## src/rtl/clint_responder.sv

```systemverilog
// rtl/clint_responder.sv - core-local interruptor: mtime/mtimecmp/msip registers and machine interrupt lines
module clint_responder #(
    parameter logic [31:0] BASE_ADDR = 32'h0200_0000,
    parameter int unsigned PRESCALE  = 1
) (
    input  logic        clk,
    input  logic        rst,
    input  logic        mem_read,
    input  logic        mem_write,
    input  logic [31:0] data_adr,
    input  logic [3:0]  data_out_mask,
    input  logic [31:0] wdata,
    output logic [31:0] rdata,
    output logic        hit,
    input  logic        ext_irq_async,
    output logic        machine_software_interrupt,
    output logic        machine_timer_interrupt,
    output logic        machine_external_interrupt
);
    localparam logic [2:0] OFF_MSIP    = 3'd0;
    localparam logic [2:0] OFF_CMP_LO  = 3'd1;
    localparam logic [2:0] OFF_CMP_HI  = 3'd2;
    localparam logic [2:0] OFF_TIME_LO = 3'd3;
    localparam logic [2:0] OFF_TIME_HI = 3'd4;
    localparam logic [2:0] OFF_CTRL    = 3'd5;
    localparam logic [7:0] PCNT_LAST   = 8'(PRESCALE - 1);

    logic [63:0] mtime;
    logic [63:0] mtimecmp;
    logic [7:0]  pcnt;
    logic        msip;
    logic        timer_en;
    logic        mtip;
    logic        sync_meta;
    logic        sync_out;
    logic [2:0]  offset;
    logic [31:0] lane_mask;
    logic        wr_en;
    logic        wr_time_lo;
    logic        wr_time_hi;
    logic        tick;
    logic        unused_adr_bits;

    assign hit        = (data_adr[31:5] == BASE_ADDR[31:5]);
    assign offset     = data_adr[4:2];
    assign wr_en      = hit & mem_write;
    assign wr_time_lo = wr_en & (offset == OFF_TIME_LO);
    assign wr_time_hi = wr_en & (offset == OFF_TIME_HI);
    assign tick       = timer_en & (pcnt == PCNT_LAST);
    assign lane_mask  = {{8{data_out_mask[3]}}, {8{data_out_mask[2]}},
                         {8{data_out_mask[1]}}, {8{data_out_mask[0]}}};
    assign unused_adr_bits = ^data_adr[1:0];

    assign machine_software_interrupt = msip;
    assign machine_timer_interrupt    = mtip;
    assign machine_external_interrupt = sync_out;

    // Combinational so the single-cycle MEM stage never stalls; shows pre-write value on read+write.
    always_comb begin
        rdata = 32'h0;
        if (hit && mem_read) begin
            case (offset)
                OFF_MSIP:    rdata = {31'h0, msip};
                OFF_CMP_LO:  rdata = mtimecmp[31:0];
                OFF_CMP_HI:  rdata = mtimecmp[63:32];
                OFF_TIME_LO: rdata = mtime[31:0];
                OFF_TIME_HI: rdata = mtime[63:32];
                OFF_CTRL:    rdata = {31'h0, timer_en};
                default:     rdata = 32'h0;
            endcase
        end
    end

    always_ff @(posedge clk or negedge rst) begin
        if (!rst) begin
            mtime     <= 64'h0;
            mtimecmp  <= 64'hFFFF_FFFF_FFFF_FFFF;
            pcnt      <= 8'h0;
            msip      <= 1'b0;
            timer_en  <= 1'b1;
            mtip      <= 1'b0;
            sync_meta <= 1'b0;
            sync_out  <= 1'b0;
        end else begin
            mtip      <= (mtime >= mtimecmp);
            sync_meta <= ext_irq_async;
            sync_out  <= sync_meta;

            // A software write to either mtime half wins over the tick and restarts the prescaler.
            if (wr_time_lo || wr_time_hi) begin
                pcnt <= 8'h0;
                if (wr_time_lo) begin
                    mtime[31:0] <= (mtime[31:0] & ~lane_mask) | (wdata & lane_mask);
                end
                if (wr_time_hi) begin
                    mtime[63:32] <= (mtime[63:32] & ~lane_mask) | (wdata & lane_mask);
                end
            end else if (timer_en) begin
                if (tick) begin
                    pcnt  <= 8'h0;
                    mtime <= mtime + 64'd1;
                end else begin
                    pcnt <= pcnt + 8'd1;
                end
            end

            if (wr_en) begin
                case (offset)
                    OFF_MSIP: begin
                        if (data_out_mask[0]) msip <= wdata[0];
                    end
                    OFF_CMP_LO: mtimecmp[31:0]  <= (mtimecmp[31:0] & ~lane_mask) | (wdata & lane_mask);
                    OFF_CMP_HI: mtimecmp[63:32] <= (mtimecmp[63:32] & ~lane_mask) | (wdata & lane_mask);
                    OFF_CTRL: begin
                        if (data_out_mask[0]) timer_en <= wdata[0];
                    end
                    default: ;
                endcase
            end
        end
    end
endmodule

```

## config.mk

```make
export PLATFORM = sky130hd
export DESIGN_NAME = clint_responder
export DESIGN_NICKNAME = d
export VERILOG_FILES = /design/src/rtl/clint_responder.sv
export SDC_FILE = /design/constraint.sdc
export NUM_CORES = 1
export LEC_CHECK = 0
export ABC_AREA = 1
export BUFFER_PORTS_ARGS = -buffer_cell sky130_fd_sc_hd__buf_2
export CAP_MARGIN = 40
export CORE_UTILIZATION = 47
export CTS_CLUSTER_SIZE = 28
export DETAILED_ROUTE_END_ITERATION = 16
export GPL_TIMING_DRIVEN = 0
export PLACE_DENSITY_LB_ADDON = 0.12
export SETUP_SLACK_MARGIN = 0.2
export SLEW_MARGIN = 20
export SYNTH_ARGS = -nofsm -noshare
export SYNTH_HDL_FRONTEND = slang
export SYNTH_SLANG_ARGS = --single-unit
```

## constraint.sdc

```tcl
create_clock -name clk -period 2.04 [get_ports clk]
set_input_delay 0.306 -clock clk [delete_from_list [all_inputs] [get_ports clk]]
set_output_delay 0.306 -clock clk [all_outputs]
set_load 0.03 [all_outputs]
```

== Word-level counts from Yosys, hierarchy flattened ==
Cells that the tools add are included.

* Flip-flop bits (word level): 141
* Output and inout port bits: 36
* Word-level logic and storage cells: 57
* Input port bits: 73

* Reductions and logical operators: 12
* Bitwise operators: 14
* Multiplexer cells: 10
* Equal/unequal tests: 8
* Add/subtract/negate cells: 2
* Magnitude comparators: 1

{| class="wikitable"
|+ Operators by type and width
! cell !! count
|-
| 64-bit two-way mux || 3
|-
| 32-bit case mux with 6 select lines || 1
|-
| 32-bit AND || 5
|-
| 32-bit OR || 4
|-
| 32-bit two-way mux || 3
|-
| 64-bit by 1-bit adder with 64-bit output, second input constant || 1
|-
| 64-bit >= comparator || 1
|-
| 32-bit inverter || 1
|-
| 27-bit by 21-bit equality test with 1-bit output, second input constant || 1
|-
| 8-bit two-way mux || 3
|-
| 3-bit AND reduction || 4
|-
| 8-bit by 1-bit adder with 8-bit output, second input constant || 1
|-
| 8-bit logical NOT || 1
|-
| 3-bit by 2-bit equality test with 1-bit output, second input constant || 2
|-
| 3-bit equality test, second input constant || 2
|-
| 1-bit AND || 4
|-
| 2-bit inequality test, second input constant || 2
|-
| 2-bit AND reduction || 2
|-
| 2-bit nonzero test || 2
|-
| 3-bit by 1-bit equality test with 1-bit output, second input constant || 1
|-
| 3-bit logical NOT || 1
|-
| 1-bit logical AND || 1
|-
| 1-bit logical OR || 1
|}

== Logic depth before layout (Yosys ltp) ==
Gate-level depths: netlist (run 1).

* Depth in word-level cells: 6
* Depth in mapped cells: 14
* Depth with buffers taken out: 14

== Least setup slack after synthesis (run 1) ==
Ideal clock, no wire load.

* Path kind: input to output
* Start: input data_adr[24]
* End: output rdata[13]
* Arrival: 2.007 ns
* Stages on the path: 8
* Slack: -0.273 ns
* Path buffers: 1
* Required time: 1.734 ns
* Cell sequence: nor2_1 nand2_1 nor2_1 nand2_1 nor2_2 o211ai_1 clkbuf_1 a41oi_1

* Word-level cells in the longest chain between the ends: 3

{| class="wikitable"
|+ RTL lines
! item !! line !! text
|-
| start: declaration || 10 || <nowiki>input logic [31:0] data_adr,</nowiki>
|-
| 27-bit by 21-bit equality test with 1-bit output || 44 || <nowiki>assign hit = (data_adr[31:5] == BASE_ADDR[31:5]);</nowiki>
|-
| via hit || 14 || <nowiki>output logic hit,</nowiki>
|-
| 1-bit logical AND || 61 || <nowiki>if (hit && mem_read) begin</nowiki>
|-
| 32-bit two-way mux || 61 ||
|-
| end: declaration || 13 || <nowiki>output logic [31:0] rdata,</nowiki>
|}

The timed path passes the listed nets, and every way through them passes these cells.

== Worst setup path after layout (run 1) ==
* Start: input data_adr[4]
* End: output rdata[22]

* Word-level cells in the longest chain between the ends: 3
* Elaborated cells between the ends (all ways): 8
* Classes of those cells: eq/ne: 5; mux: 2; reduce/logical: 1

{| class="wikitable"
|+ RTL lines
! item !! line !! text
|-
| 3-bit equality test (tied with other cells) || 62 || <nowiki>case (offset)</nowiki>
|-
| 32-bit case mux with 6 select lines (*) || 62 ||
|-
| 32-bit two-way mux (*) || 61 ||
|}

Mark *: on every way between the ends. The rest lies on a longest branch, timed or not.

==> results.tsv, run 1 <==
stage	metric	value	unit
status	status	finished, violations left	
status	failing checks	setup timing	
timing	Tightest Pin Transition	0.652	ns
logic_synthesis	largest family of logic cells by synthesized area	simple AND/OR/NAND/NOR gates	
finish	Cell Count, Final, Fillers Out	2354	
worst_setup_path	CP Capture Type	primary output	
worst_setup_path	critical path arrival	1.77	ns
timing	PnR worst setup slack	-0.0354	ns
pwr	Clock power frac	0.500	
pwr	switching share of total power	0.275	
timing	Rel. slew slack	0.566	
worst_setup_path	Worst Path Buf+Inv	6	
logic_synthesis	YS warnings	0	
pwr	Flop pwr share	0.435	
logic_synthesis	Post-synth EDFFs	0	
worst_setup_path	Worst path top cell family by delay	buffers and inverters	
worst_setup_path	CP Cell Sequence	buf_2, inv_2, nand3_2, inv_4, clkbuf_8, buf_6, nand2_1, a41oi_4, buf_6	
worst_hold_path	Hold WC Path Type	in2reg	
clocking	CTS max path bufs	2	
timing	Hold Fails Final Rpt	0	
floorplanning	die area	24400	µm²
worst_setup_path	crit-path max cell delay	0.23	ns
timing	Setup violations, final	17	
clocking	clock root buffer	clkbuf_16	
worst_setup_path	Worst EP required	1.73	ns
global_route	first-pass GRT wire length	68.3	mm
global_route	grt total ovfl	0	
pwr	Leakage	7.03	nW
logic_synthesis	Yosys top cell area share	0.259	
routing	drt drc	0	
floorplanning	Initial Util	0.477	
floorplanning	die width	156	µm
logic_synthesis	largest area contributor in the netlist	nand2_1	
global_route	largest net degree at the start of global routing	81	
timing	fin. max-slew vios	0	
clocking	Clock transition at path regs	0.07	ns
logic_synthesis	top_reg_cell synth	dfrtp_1	
routing	Top Metal Used	met4	
floorplanning	row count	56	
logic_synthesis	sequential area share after synthesis	0.323	
finish	Finished Core Util	0.689	
floorplanning	Core ar.	23400	µm²
placed_design	gpl congestion	1.03	
routing	vias after detailed routing	13275	
clocking	Num CTS Buffers	17	
worst_setup_path	Worst path most repeated cell	buf_6	
clocking	H-Tree Depth	4	
routing	WL final	48.3	mm
worst_setup_path	crit-path max FO	8	
pwr	Sw Pwr	1.77	mW
floorplanning	Die Span Y	156	µm
placed_design	IO buf count	105	
timing	minimum clock period after layout	2.08	ns
worst_setup_path	crit path kind	in2out	
logic_synthesis	mapped cell area	11200	µm²
logic_synthesis	register bit total from synthesis	141	
timing	maximum clock frequency	0.482	GHz
placed_design	dpl cells	2205	
finish	share of cells above drive strength 1	0.350	
routing	wire length on met2	22.3	mm
routing	drt pass-1 iters	6	
worst_setup_path	startpoint types	primary input	
placed_design	post-DP HPWL	34.5	mm
logic_synthesis	Post-Syn Instances	1775	
logic_synthesis	syn_area_per_cell	6.29	µm²
timing	Clock Skew	0.0135	ns
logic_synthesis	most common cell in the netlist	nand2_1	
global_route	vias in the first global route	11740	
job	Max Cap Viol	0	
logic_synthesis	multiplexer share of the synthesized area	0	
pwr	VDD IR-drop max	0.543	mV
pwr	Internal	4.67	mW
routing	Routed Antenna Nets	0	
finish	Ant. Diodes	0	
logic_synthesis	synth cell count leaders	nand2_1 (769), nor2_1 (211), inv_1 (186)	
finish	Net count, final	2162	
logic_synthesis	Distinct cells, synth	40	
logic_synthesis	XOR/XNOR Fraction of Synth Area	0.0243	
routing	wire per inst	20.5	µm
pwr	Comb pwr share	0.065	
logic_synthesis	Synth Area in Adders	0.0751	
clocking	clk_lat worst skew	0.45	ns
clocking	clock sink count	141	
pwr	Power Density	400	nW/µm²
worst_setup_path	Slowest-stage cell, CP	a41oi_4	
finish	synth-to-layout area growth	44.4	%
logic_synthesis	Synth Area in Compound Gates	0.105	
timing	RSZ-0062 raised after global routing	true	
routing	met1 WL	19.5	mm
routing	met3 wire length	4.08	mm
global_route	aggregate global-route resource usage	0.382	
logic_synthesis	fraction of registers with async set/reset	1.00	
clocking	CTS tree	done	
logic_synthesis	Synth Area in Simple Gates	0.395	
floorplanning	# IOs	109	
global_route	antenna violations before repair	0	
timing	period utilization	1.02	
logic_synthesis	net count after synthesis	1915	
logic_synthesis	top cells by area in the synthesized netlist	nand2_1 (26%), dfrtp_1 (17%), dfstp_2 (15%)	
routing	Via density	5.64	
routing	First DRT Iteration DRCs	1531	
## tightest hold or removal path, cell delays in order
cell and delay, ns:
buf_2 0.11, inv_1 0.06, o21ai_1 0.06
## layer usage
| layer | up-vias | global-route usage |
|---|---|---|
| met5 | - | 0 |
| met4 | 0 | 0.165 |
| met3 | 163 | 0.0750 |
| met2 | 698 | 0.612 |
| met1 | 6256 | 0.500 |
| li1 | 6158 | - |
## cells in the final DEF, fill, tap and decap left out, drive strengths merged, types with 2 or more instances in the layout
| cell | count |
|---|---|
| a21oi | 47 |
| a221oi | 8 |
| a22oi | 17 |
| a31oi | 17 |
| a41oi | 6 |
| and2 | 2 |
| buf | 238 |
| clkbuf | 38 |
| clkinv | 2 |
| dfrtp | 76 |
| dfstp | 65 |
| dlygate4sd3 | 2 |
| ha | 67 |
| inv | 204 |
| nand2 | 775 |
| nand3 | 59 |
| nand3b | 3 |
| nand4 | 28 |
| nor2 | 223 |
| nor3 | 11 |
| nor4 | 3 |
| o211ai | 2 |
| o21a | 2 |
| o21ai | 99 |
| o21bai | 2 |
| o22ai | 3 |
| xnor2 | 17 |
| xor2 | 14 |
## through the flow
stage                     worst slack, ns  area [µm²]  hold slack (ns)  setup TNS [ns]  power [mW]
after floorplan                    0.0607       11600           0.0104               0        2.95
after global placement              -1.42       12600            0.334         -221.06        3.17
after detailed placement           -0.675       12700            0.278          -75.25        3.19
after CTS                          0.0275       14600           0.0930               0        6.38
after global routing              -0.0560       16100            0.105          -0.753        6.57
final                             -0.0354       16100           0.0934          -0.268        6.44
## worst paths after layout
path                             startpoint                    endpoint  slack (ns)  cells past startpoint
worst max-delay path            data_adr[4]                   rdata[22]       -0.04                      9
worst min-delay path               wdata[9]                    register        0.09                      3
worst max register to register     register     machine_timer_interrupt        0.14                      9
worst min register to register    sync_meta  machine_external_interrupt        0.35                      0
max in group asynchronous               rst  asynchronous set/reset pin        0.83                      3
min in group asynchronous               rst  asynchronous set/reset pin        0.39                      2
## kinds of logic after synthesis
group	Yosys count
buf+inv	226
flops	141
fa+ha+maj	67
xor+xnor	31
simple gates	1105
compound gates	205
## final cells by class
| class | instances | area [µm²] |
|---|---|---|
| multi-input cells | 1408 | 8530 |
| fillers | 2005 | 7280 |
| flip-flops and latches | 141 | 3680 |
| repair buffers | 228 | 1890 |
| inverters | 193 | 746 |
| clock buffers | 17 | 425 |
| well taps | 319 | 399 |
| plain buffers | 33 | 307 |
| clock inverters | 15 | 148 |
## power groups by stage
stage                     combinational (mW)  sequential (mW)  clock (mW)
after floorplan                       0.0992             2.86           0
after global placement                 0.313             2.85           0
after detailed placement               0.334             2.85           0
after CTS                              0.370             2.80        3.21
after global routing                   0.446             2.80        3.32
final                                  0.419             2.80        3.22
## timing repair
item	4_1_cts	5_1_grt
gates resized for setup	328	244
endpoints found under the hold margin	37	0
hold buffers	2	0
pin swaps	34	73
buffers inserted	28	85
gates cloned	2	0
setup endpoints to repair	156	160
(Power assumes the default switching activity.)
==> run 2, diff against run 1 <==
--- a/config.mk
+++ b/config.mk
@@ -8,6 +8,7 @@
 export ABC_AREA = 1
 export BUFFER_PORTS_ARGS = -buffer_cell sky130_fd_sc_hd__buf_2
 export CAP_MARGIN = 40
+export CORE_MARGIN = 2
 export CORE_UTILIZATION = 47
 export CTS_CLUSTER_SIZE = 28
 export DETAILED_ROUTE_END_ITERATION = 16
==> results.tsv, run 2 (same netlist as run 1, synthesis figures left out) <==
stage	metric	value	unit
timing	Tightest Pin Transition	0.690	ns
worst_setup_path	Worst path top cell family by delay	buffers and inverters	
floorplanning	Initial Util	0.477	
finish	FILL cells	1859	
worst_setup_path	crit-path max cell delay	0.21	ns
clocking	H-Tree Depth	4	
timing	Clock Skew	0.0196	ns
worst_setup_path	Worst EP required	1.73	ns
global_route	antenna violations before repair	0	
clocking	Clock transition at path regs	0.07	ns
clocking	CTS max path bufs	2	
placed_design	post-DP HPWL	34.7	mm
timing	maximum clock frequency	0.472	GHz
finish	share of cells above drive strength 1	0.387	
worst_setup_path	CP Cell Sequence	buf_6, nor2_4, nand3_2, nor2_4, nand2_2, nor2_4, o211ai_1, buf_6, clkbuf_16, a41oi_4, buf_6	
finish	most frequent cells in the layout	nand2_1 (658), inv_1 (166), buf_4 (131), nor2_1 (115), nand2_2 (94)	
worst_setup_path	critical path arrival	1.81	ns
timing	PnR worst setup slack	-0.0799	ns
finish	Ant. Diodes	0	
clocking	clk_lat worst skew	0.46	ns
worst_setup_path	Slowest-stage cell, CP	clkbuf_16	
clocking	clock sink count	141	
pwr	Power Density	399	nW/µm²
global_route	aggregate global-route resource usage	0.386	
timing	period utilization	1.04	
clocking	clock root buffer	clkbuf_16	
finish	synth-to-layout area growth	50.4	%
worst_setup_path	worst setup path startpoint	data_adr[27]	
routing	met1 WL	20.1	mm
finish	commonest non-fill, non-tap cell in the layout	nand2_1	
finish	Finished Cell Area	16800	µm²
floorplanning	die width	158	µm
clocking	CTS tree	done	
status	failing checks	setup timing	
routing	wire per inst	21.3	µm
worst_setup_path	CP Capture Type	primary output	
floorplanning	row count	56	
placed_design	placed cell area	12700	µm²
placed_design	IO buf count	105	
pwr	Leakage	7.29	nW
routing	Top Metal Used	met4	
timing	setup TNS	-1.00	ns
routing	WL final	50.6	mm
routing	Via density	5.71	
routing	First DRT Iteration DRCs	1422	
placed_design	gpl congestion	0.990	
floorplanning	die area	25000	µm²
floorplanning	Core ar.	23400	µm²
routing	Routed Antenna Nets	0	
global_route	grt total ovfl	0	
worst_setup_path	startpoint types	primary input	
floorplanning	# IOs	109	
timing	Hold Fails Final Rpt	0	
worst_hold_path	Worst Hold Launch	wdata[23]	
timing	Rel. slew slack	0.539	
pwr	VDD IR-drop max	0.376	mV
floorplanning	Die Span Y	158	µm
routing	drt drc	0	
timing	RSZ-0062 raised after global routing	true	
routing	drt pass-1 iters	6	
worst_setup_path	crit-path max FO	6	
timing	minimum clock period after layout	2.12	ns
timing	fin. max-slew vios	0	
routing	vias after detailed routing	13583	
worst_setup_path	Worst Path Buf+Inv	4	
status	status	finished, violations left	
clocking	Num CTS Buffers	17	
routing	met3 wire length	4.56	mm
job	Max Cap Viol	0	
global_route	first-pass GRT wire length	71.1	mm
global_route	vias in the first global route	12064	
global_route	largest net degree at the start of global routing	82	
worst_hold_path	Hold WC Path Type	in2reg	
routing	wire length on met2	22.8	mm
timing	Setup violations, final	21	
finish	Net count, final	2186	
worst_setup_path	crit path kind	in2out	
run 2: cell count changes in the layout (fill, tap and decap cells not counted), moves of 8 or more:
cell,before,now
nand2_2,73,94
nand2_1,684,658
ha_4,9,23
o21ai_0,45,37
inv_1,176,166
buf_4,105,131
nor2_1,123,115
buf_2,66,58
inv_2,11,19
ha_1,58,44
run 2: cell type report:
type	count	area, µm²	share of cell area
clock buffers	19	443	0.0264
inverters	193	752	0.0448
well taps	319	399	0.0238
multi-input cells	1408	8900	0.530
flip-flops and latches	141	3680	0.219
plain buffers	33	317	0.0189
clock inverters	13	175	0.0104
repair buffers	252	2120	0.126
run 2: layer usage:
| metal | vias to the layer above | global-route usage |
|---|---|---|
| li1 | 6193 | - |
| met1 | 6432 | 0.511 |
| met2 | 767 | 0.605 |
| met3 | 191 | 0.0706 |
| met4 | 0 | 0.194 |
| met5 | - | 0 |
run 2: timing repair:
item,in CTS,in global routing
buffers inserted,30,108
endpoints found under the setup margin,160,158
hold buffers,2,0
pin swaps,24,96
hold endpoints to repair,35,0
gates resized for setup,321,344
cloned,2,0
run 2: worst register-to-register path, cell delays in order (launching register included):
cell	delay, ns
dfrtp_2	0.42
buf_6	0.13
clkinvlp_4	0.12
buf_4	0.18
ha_1	0.28
nand2_1	0.05
nor4_1	0.40
nand4_1	0.16
nand3_1	0.11
run 2: metrics by stage:
| stage | instances | setup WS [ns] | util | hold slack (ns) | total power [mW] |
|---|---|---|---|---|---|
| final | 2378 | -0.0799 | 0.717 | 0.0838 | 6.69 |
| after global routing | 2378 | -0.100 | 0.717 | 0.103 | 6.83 |
| after CTS | 2270 | 0.00532 | 0.626 | 0.0954 | 6.61 |
| after detailed placement | 2204 | -0.751 | 0.541 | 0.275 | 3.19 |
| after global placement | 2199 | -1.40 | 0.537 | 0.334 | 3.16 |
| after floorplan | 1775 | 0.0607 | - | 0.0104 | 2.95 |
run 2: worst paths after layout:
check	endpoint	slack, ns	cells past startpoint
worst max-delay path	rdata[27]	-0.08	11
worst min-delay path	register	0.08	3
worst max register to register	machine_timer_interrupt	0.13	8
worst min register to register	machine_external_interrupt	0.36	0
max in group asynchronous	asynchronous set/reset pin	0.85	3
min in group asynchronous	asynchronous set/reset pin	0.39	2
run 2: where the power goes:
group	leakage, nW	switching, mW	internal [mW]
registers	1.62	0.000973	2.80
clock network	0.304	1.47	1.99
logic	5.36	0.285	0.143
total	7.29	1.76	4.93
